### src/rtl/jk_cmd_pkg.sv
// ============================================================================
//  Module      : jk_cmd_pkg
//  Description : Shared opcode encodings and FSM state type for jk_cmd_arbiter
//  Revision    : 1.0 - initial release
// ============================================================================
`default_nettype none

package jk_cmd_pkg;

    // Opcode bits are ordered {j, k} so they map straight onto the JK inputs
    localparam logic [1:0] OP_HOLD = 2'b00;
    localparam logic [1:0] OP_RST  = 2'b01;
    localparam logic [1:0] OP_SET  = 2'b10;
    localparam logic [1:0] OP_TGL  = 2'b11;

    typedef enum logic [0:0] {
        IDLE  = 1'b0,
        APPLY = 1'b1
    } state_t;

endpackage

`default_nettype wire

### src/rtl/jk_ff.sv
// ============================================================================
//  Module      : jk_ff
//  Description : Single edge-triggered JK flip-flop, async active-low clear
//  Revision    : 1.0 - initial release
// ============================================================================
`default_nettype none

module jk_ff (
    input  logic clk,
    input  logic rst_n,
    input  logic j,
    input  logic k,
    output logic q
);

    logic r_q;

    always_ff @(posedge clk or negedge rst_n) begin
        if (!rst_n) begin
            r_q <= 1'b0;
        end else begin
            case ({j, k})
                2'b01:   r_q <= 1'b0;
                2'b10:   r_q <= 1'b1;
                2'b11:   r_q <= ~r_q;
                default: r_q <= r_q;
            endcase
        end
    end

    assign q = r_q;

endmodule

`default_nettype wire

### src/rtl/jk_cmd_arbiter.sv
// ============================================================================
//  Module      : jk_cmd_arbiter
//  Description : Round-robin arbiter issuing single-bit JK commands to a bank
//  Revision    : 1.0 - initial release
// ============================================================================
`default_nettype none

module jk_cmd_arbiter
    import jk_cmd_pkg::*;
#(
    parameter int NREQ  = 4,
    parameter int WIDTH = 8,
    parameter int AW    = (WIDTH > 1) ? $clog2(WIDTH) : 1
) (
    input  logic                 clk,
    input  logic                 rst_n,
    input  logic [NREQ-1:0]      req,
    input  logic [NREQ*AW-1:0]   addr,
    input  logic [NREQ*2-1:0]    op,
    output logic [NREQ-1:0]      gnt,
    output logic [WIDTH-1:0]     q,
    output logic                 busy,
    output logic                 err
);

    localparam int PW = (NREQ > 1) ? $clog2(NREQ) : 1;

    state_t            r_state;
    logic [PW-1:0]     r_ptr;
    logic [PW-1:0]     r_win;
    logic [AW-1:0]     r_addr;
    logic [1:0]        r_op;
    logic [NREQ-1:0]   r_gnt;
    logic              r_busy;
    logic              r_err;

    logic [PW-1:0]     w_win;
    logic              w_found;
    logic [PW:0]       w_idx;
    logic [AW-1:0]     w_sel_addr;
    logic [WIDTH-1:0]  w_j;
    logic [WIDTH-1:0]  w_k;

    // First requester at or above r_ptr, wrapping past NREQ-1 back to 0
    always_comb begin
        w_win   = r_ptr;
        w_found = 1'b0;
        w_idx   = '0;
        for (int n = 0; n < NREQ; n++) begin
            w_idx = {1'b0, r_ptr} + (PW+1)'(n);
            if (w_idx >= (PW+1)'(NREQ)) begin
                w_idx = w_idx - (PW+1)'(NREQ);
            end
            if (!w_found && req[w_idx[PW-1:0]]) begin
                w_found = 1'b1;
                w_win   = w_idx[PW-1:0];
            end
        end
    end

    assign w_sel_addr = addr[w_win*AW +: AW];

    always_ff @(posedge clk or negedge rst_n) begin
        if (!rst_n) begin
            r_state <= IDLE;
            r_ptr   <= '0;
            r_win   <= '0;
            r_addr  <= '0;
            r_op    <= OP_HOLD;
            r_gnt   <= '0;
            r_busy  <= 1'b0;
            r_err   <= 1'b0;
        end else begin
            case (r_state)
                IDLE: begin
                    if (w_found) begin
                        r_win   <= w_win;
                        r_addr  <= w_sel_addr;
                        r_op    <= op[w_win*2 +: 2];
                        r_gnt   <= NREQ'(1) << w_win;
                        r_busy  <= 1'b1;
                        r_err   <= (int'(w_sel_addr) >= WIDTH);
                        r_state <= APPLY;
                    end
                end
                APPLY: begin
                    r_gnt   <= '0;
                    r_busy  <= 1'b0;
                    r_err   <= 1'b0;
                    r_ptr   <= (r_win == PW'(NREQ-1)) ? '0 : r_win + PW'(1);
                    r_state <= IDLE;
                end
                default: r_state <= IDLE;
            endcase
        end
    end

    // Out-of-range addresses match no bit, so the bank is left untouched
    always_comb begin
        w_j = '0;
        w_k = '0;
        if (r_state == APPLY) begin
            for (int b = 0; b < WIDTH; b++) begin
                if (int'(r_addr) == b) begin
                    case (r_op)
                        OP_RST:  w_k[b] = 1'b1;
                        OP_SET:  w_j[b] = 1'b1;
                        OP_TGL: begin
                            w_j[b] = 1'b1;
                            w_k[b] = 1'b1;
                        end
                        default: begin
                            w_j[b] = 1'b0;
                            w_k[b] = 1'b0;
                        end
                    endcase
                end
            end
        end
    end

    for (genvar i = 0; i < WIDTH; i++) begin : g_bits
        jk_ff u_ff (
            .clk   (clk),
            .rst_n (rst_n),
            .j     (w_j[i]),
            .k     (w_k[i]),
            .q     (q[i])
        );
    end

    assign gnt  = r_gnt;
    assign busy = r_busy;
    assign err  = r_err;

endmodule

`default_nettype wire

### config.mk
export PLATFORM = sky130hd
export DESIGN_NAME = jk_cmd_arbiter
export DESIGN_NICKNAME = d
export VERILOG_FILES = /design/src/rtl/jk_cmd_pkg.sv /design/src/rtl/jk_ff.sv /design/src/rtl/jk_cmd_arbiter.sv
export SDC_FILE = /design/constraint.sdc
export NUM_CORES = 1
export LEC_CHECK = 0
export CORE_MARGIN = 2
export CORE_UTILIZATION = 29
export CTS_BUF_LIST = sky130_fd_sc_hd__clkbuf_2 sky130_fd_sc_hd__clkbuf_4 sky130_fd_sc_hd__clkbuf_8
export DETAILED_ROUTE_END_ITERATION = 8
export PLACE_DENSITY = 0.56
export RECOVER_POWER = 25
export SLEW_MARGIN = 20
export SYNTH_ARGS = -nofsm -noshare
export SYNTH_HDL_FRONTEND = slang
export SYNTH_HIERARCHICAL = 1
export SYNTH_SLANG_ARGS = --single-unit
export TNS_END_PERCENT = 1
### constraint.sdc
create_clock -name clk -period 4.3 [get_ports clk]
set_input_delay 0.86 -clock clk [delete_from_list [all_inputs] [get_ports clk]]
set_output_delay 0.86 -clock clk [all_outputs]
set_load 0.01 [all_outputs]
==> results of run 1 <==
area by class of cell:
class	instances	area [um^2]
clock buffer	3	41.3
clock inverter	1	5.00
fill	428	2600
inverter	1	3.75
multi-input combinational	110	689
sequential	23	576
tap	52	65.1
timing repair buffer	38	374
path summary, 6_finish.rpt:
kind,startpoint,to,slack (ns)
hold reg to reg,g_bits[0].u_ff/q,g_bits[0].u_ff/q,0.47
setup / recovery,req[3],r_addr[1],1.43
hold / removal,g_bits[0].u_ff/q,g_bits[0].u_ff/q,0.47
min in group asynchronous,rst_n,r_op[0],0.85
max in group asynchronous,rst_n,r_ptr[0],2.69
setup reg to reg,r_ptr[1],r_addr[1],2.14
layout by cell type (no fill, tap or decap):
master	instances
a221o_1	5
o21ai_2	1
and2b_1	1
nor3_1	4
a21boi_0	1
nor4_4	1
nor2b_2	1
a2111oi_4	1
mux2_1	5
nand2_1	9
clkbuf_1	1
or3_1	2
nor2_1	25
a2111o_2	1
dfrtp_1	23
clkdlybuf4s50_1	37
a21o_1	1
clkinv_2	1
nand3_1	9
or2_1	1
ha_1	1
nor3_2	2
conb_1	1
o21ai_0	6
inv_2	1
o21a_1	2
nor2_2	1
o31ai_1	1
nand2_4	1
nand2b_1	2
a21oi_1	17
nor2b_1	4
and2_4	1
clkbuf_8	3
mux2_2	2
o21ba_1	1
layer usage:
metal  up-vias  track usage  share of wire
met2        36        0.221           0.47
met4         0       0.0126         0.0019
li1        570            -              -
met1       540        0.180           0.47
met5         -            0              0
met3         2       0.0413          0.058
cells by family (layout without fill, tap and decap cells):
family	after synthesis	count (layout)
compound gates	37	37
fa+ha+maj	1	1
buf+inv	6	43
flops	23	23
mux	7	7
other cells	1	1
simple gates	64	64
cells in the mapped netlist:
cell type	n	area, um^2
mux2_2	2	22.5
and2b_1	1	7.51
nand2b_1	2	12.5
nor2b_1	4	25.0
nand2_1	9	33.8
o21ai_2	1	8.76
o31ai_1	1	7.51
o21a_1	2	15.0
o21ai_0	6	30.0
nand3_1	9	45.0
nor2_2	1	6.26
a221o_1	5	50.1
a21oi_1	17	85.1
and2_4	1	8.76
nor3_2	2	20.0
nand2_4	1	11.3
clkbuf_1	2	7.51
or3_1	2	12.5
buf_4	1	7.51
a21o_1	1	7.51
a2111o_2	1	12.5
a21boi_0	1	7.51
conb_1	1	3.75
mux2_1	5	56.3
inv_2	1	3.75
or2_1	1	6.26
nor2_1	25	93.8
dfrtp_1	23	576
nor3_1	4	20.0
nor2b_2	1	8.76
o21ba_1	1	10.0
ha_1	1	12.5
nor4_4	1	21.3
a2111oi_4	1	27.5
buf_6	2	22.5
worst max-delay path: cells and delay by family:
kind                   cells  cell delay (ns)
and+or+nand+nor            2             0.25
buffers and inverters      1             0.68
AOI/OAI and AO/OA          2             0.89
muxes                      1             0.34
per-stage QoR:
stage          utilization  instances  setup slack [ns]
2_1_floorplan            -        139              1.93
3_3_place_gp         0.394        224              1.23
3_5_place_dp         0.394        224              1.13
4_1_cts              0.404        228              1.43
5_1_grt              0.403        228              1.35
6_report             0.403        228              1.43
sequential cells by signal, summed over array words and instances (netlist names):
register and flops:
busy 1, g_bits.u_ff/q 8, gnt 4, r_addr 3
r_op 2, r_ptr 2, r_state 1, r_win 2
where the power goes:
group / switching [mW] / total (mW) / internal [mW]
clock network: 0.0715 / 0.136 / 0.0647
registers: 0.0974 / 0.408 / 0.311
logic: 0.218 / 0.459 / 0.242
==> run summary, run 1 <==
post-cts sizing count -> 0
total CTS buffers -> 3
# hold bufs at CTS -> 0
simple-gate portion of the synthesized area -> 0.255
Req. time, crit path -> 4.45 ns
Max stage delay on crit path -> 0.68 ns
Min Hold Slack -> 0.472 ns
Mapped Area -> 1310 um^2
register area share after synthesis -> 0.441
Post-Route WL -> 3230 um
hpwl dp -> 2480 um
DR DRC count -> 0
Synth Register Bits -> 23
CP Data Arrival Time -> 3.03 ns
Vert. Die Dim -> 71.1 um
cells along the critical path -> clkdlybuf4s50_1 > nor2b_2 > a2111o_2 > nand2_4 > mux2_1 > a221o_1
Synth Net Count -> 166
Clock transition at path regs -> 0.09 ns
clk sink count -> 23
Die ar. -> 5060 um^2
ratio of cells with drive above 1 in the final layout -> 0.0966
area post-placement -> 1710 um^2
clock root cell -> clkbuf_8
CTS tree -> yes
nature of the critical path endpoint -> flop
post-synthesis mux area share -> 0.0603
Core ar. -> 4350 um^2
Hold WC Path Type -> reg2reg
post-route minimum period -> 2.87 ns
post-synth cell types -> 35
largest family of logic cells by synthesized area -> simple AND/OR/NAND/NOR gates
period utilization -> 0.668
max_cap viols -> 0
antenna viol nets, final -> 0
1st-pass router iterations -> 4
synthesized netlist cell count -> 139
final setup vio count -> 0
gr usage total -> 0.134
Clk Latency, worst-skew pair -> 0.27 ns
post-synthesis adder-cell area fraction -> 0.00958
Rel. slew slack -> 0.147
Starting Density -> 0.300
area fraction in compound gates after synthesis -> 0.200
power per cell area -> 572 nW/um^2
Via Count -> 1148
Post-Synth XOR/XNOR Area -> 0
WS Path Type -> in2reg
Port Buf Inserts -> 38
final hold vios -> 0
Worst-Margin Slew -> 1.28 ns
unrepaired setup endpoints after global routing -> no
initial antenna violation count -> 0
largest net degree at the start of global routing -> 24
Final Max Tran Viols -> 0
global placer's final weighted congestion -> 0.737
Layout area overhead -> 34.3%
Setup crit start kind -> input port
nets@finish -> 204
GR Overflow Total -> 0
vias in the first global route -> 1145
Post-Layout Inst Area -> 1750 um^2
WL per Instance -> 14.2 um
first-pass GRT wire length -> 5440 um
I/O pin count -> 40
ant diodes -> 0
crit-path max FO -> 7
Syn. warnings -> 6
Lkg Pwr -> 0.697 nW
Post-CTS Setup Bufs -> 0
CTS max path bufs -> 2
VDD IR-drop max -> 0.248 mV
DRT iter0 DRCs -> 98
r2r worst-path depth -> 5
Fmax -> 348 MHz
hold-critical path depth -> 1
total power -> 1.00 mW
Slowest cell on crit path -> clkdlybuf4s50_1
status -> finished clean
row count -> 24
syn avg cell area -> 9.40 um^2
Die Wd -> 71.1 um
mean number of vias per cell -> 5.04
final setup skew -> 0.00685 ns
total negative slack -> 0 ns
H-tree levels -> 1
(Power assumes the default switching activity.)
==> run 2, diff against run 1 <==
==> constraint.sdc (replaced) <==
create_clock -name clk -period 3 [get_ports clk]
set_input_delay 0.6 -clock clk [delete_from_list [all_inputs] [get_ports clk]]
set_output_delay 0.6 -clock clk [all_outputs]
set_load 0.01 [all_outputs]
==> run 2 against run 1 <==
Net effect:
- register-to-register slack got worse by 1.3 ns
- final cell count up 2.2%
- non-clock buffer count is 5 higher
- core utilization up 0.92 points
- clock skew rose by 0.0012 ns
- design area is 2.3% higher
- first-iteration DRC count shrank 48%
- die area stayed put
- largest power group unchanged
- sequential share of layout area shrank 0.73 points
==> run summary, run 2 (synthesized netlist as in run 1, its figures left out) <==
status -> finished clean (unchanged)
post-cts sizing count -> 0 (unchanged)
crit-path max FO -> 7 (unchanged)
antenna viol nets, final -> 0 (unchanged)
I/O pin count -> 40 (unchanged)
# fillers -> 430 (was 428)
Final Max Tran Viols -> 0 (unchanged)
ant diodes -> 0 (unchanged)
Clk Latency, worst-skew pair -> 0.27 ns (about the same)
power per cell area -> 810 nW/um^2 (was 572 nW/um^2)
Die Wd -> 71.1 um (unchanged)
worst path bufs/invs -> 1 (unchanged)
DR DRC count -> 0 (unchanged)
CP top delay family -> compound AO/OA/AOI/OAI gates (unchanged)
Worst-Margin Slew -> 1.27 ns (was 1.28 ns)
CTS max path bufs -> 2 (unchanged)
Core ar. -> 4350 um^2 (unchanged)
Layout area overhead -> 37.4% (was 34.3%)
r2r worst-path depth -> 5 (unchanged)
Clock transition at path regs -> 0.09 ns (about the same)
nets@finish -> 209 (was 204)
Req. time, crit path -> 3.16 ns (was 4.45 ns)
total power -> 1.45 mW (was 1.00 mW)
CP Data Arrival Time -> 2.70 ns (was 3.03 ns)
most common library cell in the layout ignoring fill and taps -> clkdlybuf4s50_1 (unchanged)
hold endpoint -> g_bits[5].u_ff/q (was g_bits[0].u_ff/q)
initial antenna violation count -> 0 (unchanged)
mean number of vias per cell -> 5.04 (about the same)
row count -> 24 (unchanged)
total CTS buffers -> 3 (unchanged)
hpwl dp -> 2560 um (was 2480 um)
Rel. slew slack -> 0.155 (was 0.147)
# hold bufs at CTS -> 0 (unchanged)
final setup vio count -> 0 (unchanged)
WL per Instance -> 14.4 um (was 14.2 um)
ratio of cells with drive above 1 in the final layout -> 0.116 (was 0.0966)
global placer's final weighted congestion -> 0.713 (was 0.737)
total negative slack -> 0 ns (unchanged)
gr usage total -> 0.135 (was 0.134)
final hold vios -> 0 (unchanged)
reg2reg end -> r_op[1] (was r_addr[1])
max FFs per register -> 8 (unchanged)
Port Buf Inserts -> 38 (unchanged)
cells along the critical path -> clkdlybuf4s50_1 > nor2b_2 > a2111o_2 > nand2_4 > mux2_1 > a221o_1 (unchanged)
hold-critical path depth -> 1 (unchanged)
period utilization -> 0.846
Fmax -> 394 MHz
Die ar. -> 5060 um^2 (unchanged)
DRT iter0 DRCs -> 51 (was 98)
clk sink count -> 23 (unchanged)
post-route minimum period -> 2.54 ns
VDD IR-drop max -> 0.407 mV (was 0.248 mV)
Slowest cell on crit path -> clkdlybuf4s50_1 (unchanged)
max_cap viols -> 0 (unchanged)
unrepaired setup endpoints after global routing -> no (unchanged)
Max stage delay on crit path -> 0.62 ns (was 0.68 ns)
final setup skew -> 0.00800 ns (was 0.00685 ns)
Hold WC Path Type -> reg2reg (unchanged)
HP Start -> g_bits[5].u_ff/q (was g_bits[0].u_ff/q)
Starting Density -> 0.300 (unchanged)
Vert. Die Dim -> 71.1 um (unchanged)
Setup crit start kind -> input port (unchanged)
H-tree levels -> 1 (unchanged)
clock root cell -> clkbuf_8 (unchanged)
worst reg2reg setup slack -> 0.84 ns (was 2.14 ns)
vias in the first global route -> 1179 (was 1145)
Post-CTS Setup Bufs -> 0 (unchanged)
nature of the critical path endpoint -> flop (unchanged)
Lkg Pwr -> 0.721 nW (was 0.697 nW)
WS Path Type -> in2reg (unchanged)
Post-Route WL -> 3350 um (was 3230 um)
largest net degree at the start of global routing -> 24 (unchanged)
first-pass GRT wire length -> 5460 um (was 5440 um)
1st-pass router iterations -> 4 (unchanged)
worst r2r src -> r_ptr[1] (unchanged)
GR Overflow Total -> 0 (unchanged)
CTS tree -> yes (unchanged)
most frequent cells in the layout -> clkdlybuf4s50_1 (37), nor2_1 (25), dfrtp_1 (23) (unchanged)
Via Count -> 1174 (was 1148)
[run 2: cell count changes in the layout (fill, tap and decap cells not counted), sizes merged]
cell | before | now
dlygate4sd3 | 0 | 1
buf | 0 | 4
[run 2: worst max-delay path by stage]
stage          depth (start not counted)    from         to
4_1_cts                                6  req[3]  r_addr[2]
2_1_floorplan                          5  req[0]  r_addr[1]
3_3_place_gp                           6  req[3]  r_addr[2]
3_5_place_dp                           6  req[3]    r_op[1]
5_1_grt                                6  req[3]    r_op[1]
6_report                               6  req[3]    r_op[1]
[run 2: metrics by stage]
step                      setup WS [ns]  utilization  std cells  instance area [um^2]  hold WS (ns)
after floorplan                   0.893            -        139                  1310         0.304
after global placement            0.266        0.402        229                  1750         0.457
after detailed placement          0.187        0.402        229                  1750         0.467
after CTS                         0.475        0.413        233                  1800         0.481
after global routing              0.380        0.412        233                  1790         0.498
final                             0.462        0.412        233                  1790         0.475
[run 2: power breakdown]
part / total (mW) / switching [mW] / internal, mW
Clock: 0.197 / 0.105 / 0.0928
Sequential: 0.584 / 0.139 / 0.445
Combinational: 0.671 / 0.317 / 0.354
Total: 1.45 / 0.561 / 0.892
[run 2: final cells by class]
cell class	count	area [um^2]	share of cell area
timing repair buffer	43	414	0.231
tap	52	65.1	0.0363
sequential	23	576	0.321
inverter	1	3.75	0.00209
clock inverter	1	5.00	0.00279
multi-input combinational	110	689	0.384
clock buffer	3	41.3	0.0230
[run 2: per-layer routing]
layer / track usage / wire length, um
met1: 0.175 / 1610
met2: 0.228 / 1550
met3: 0.0413 / 163
met4: 0.0231 / 19
met5: 0 / 0
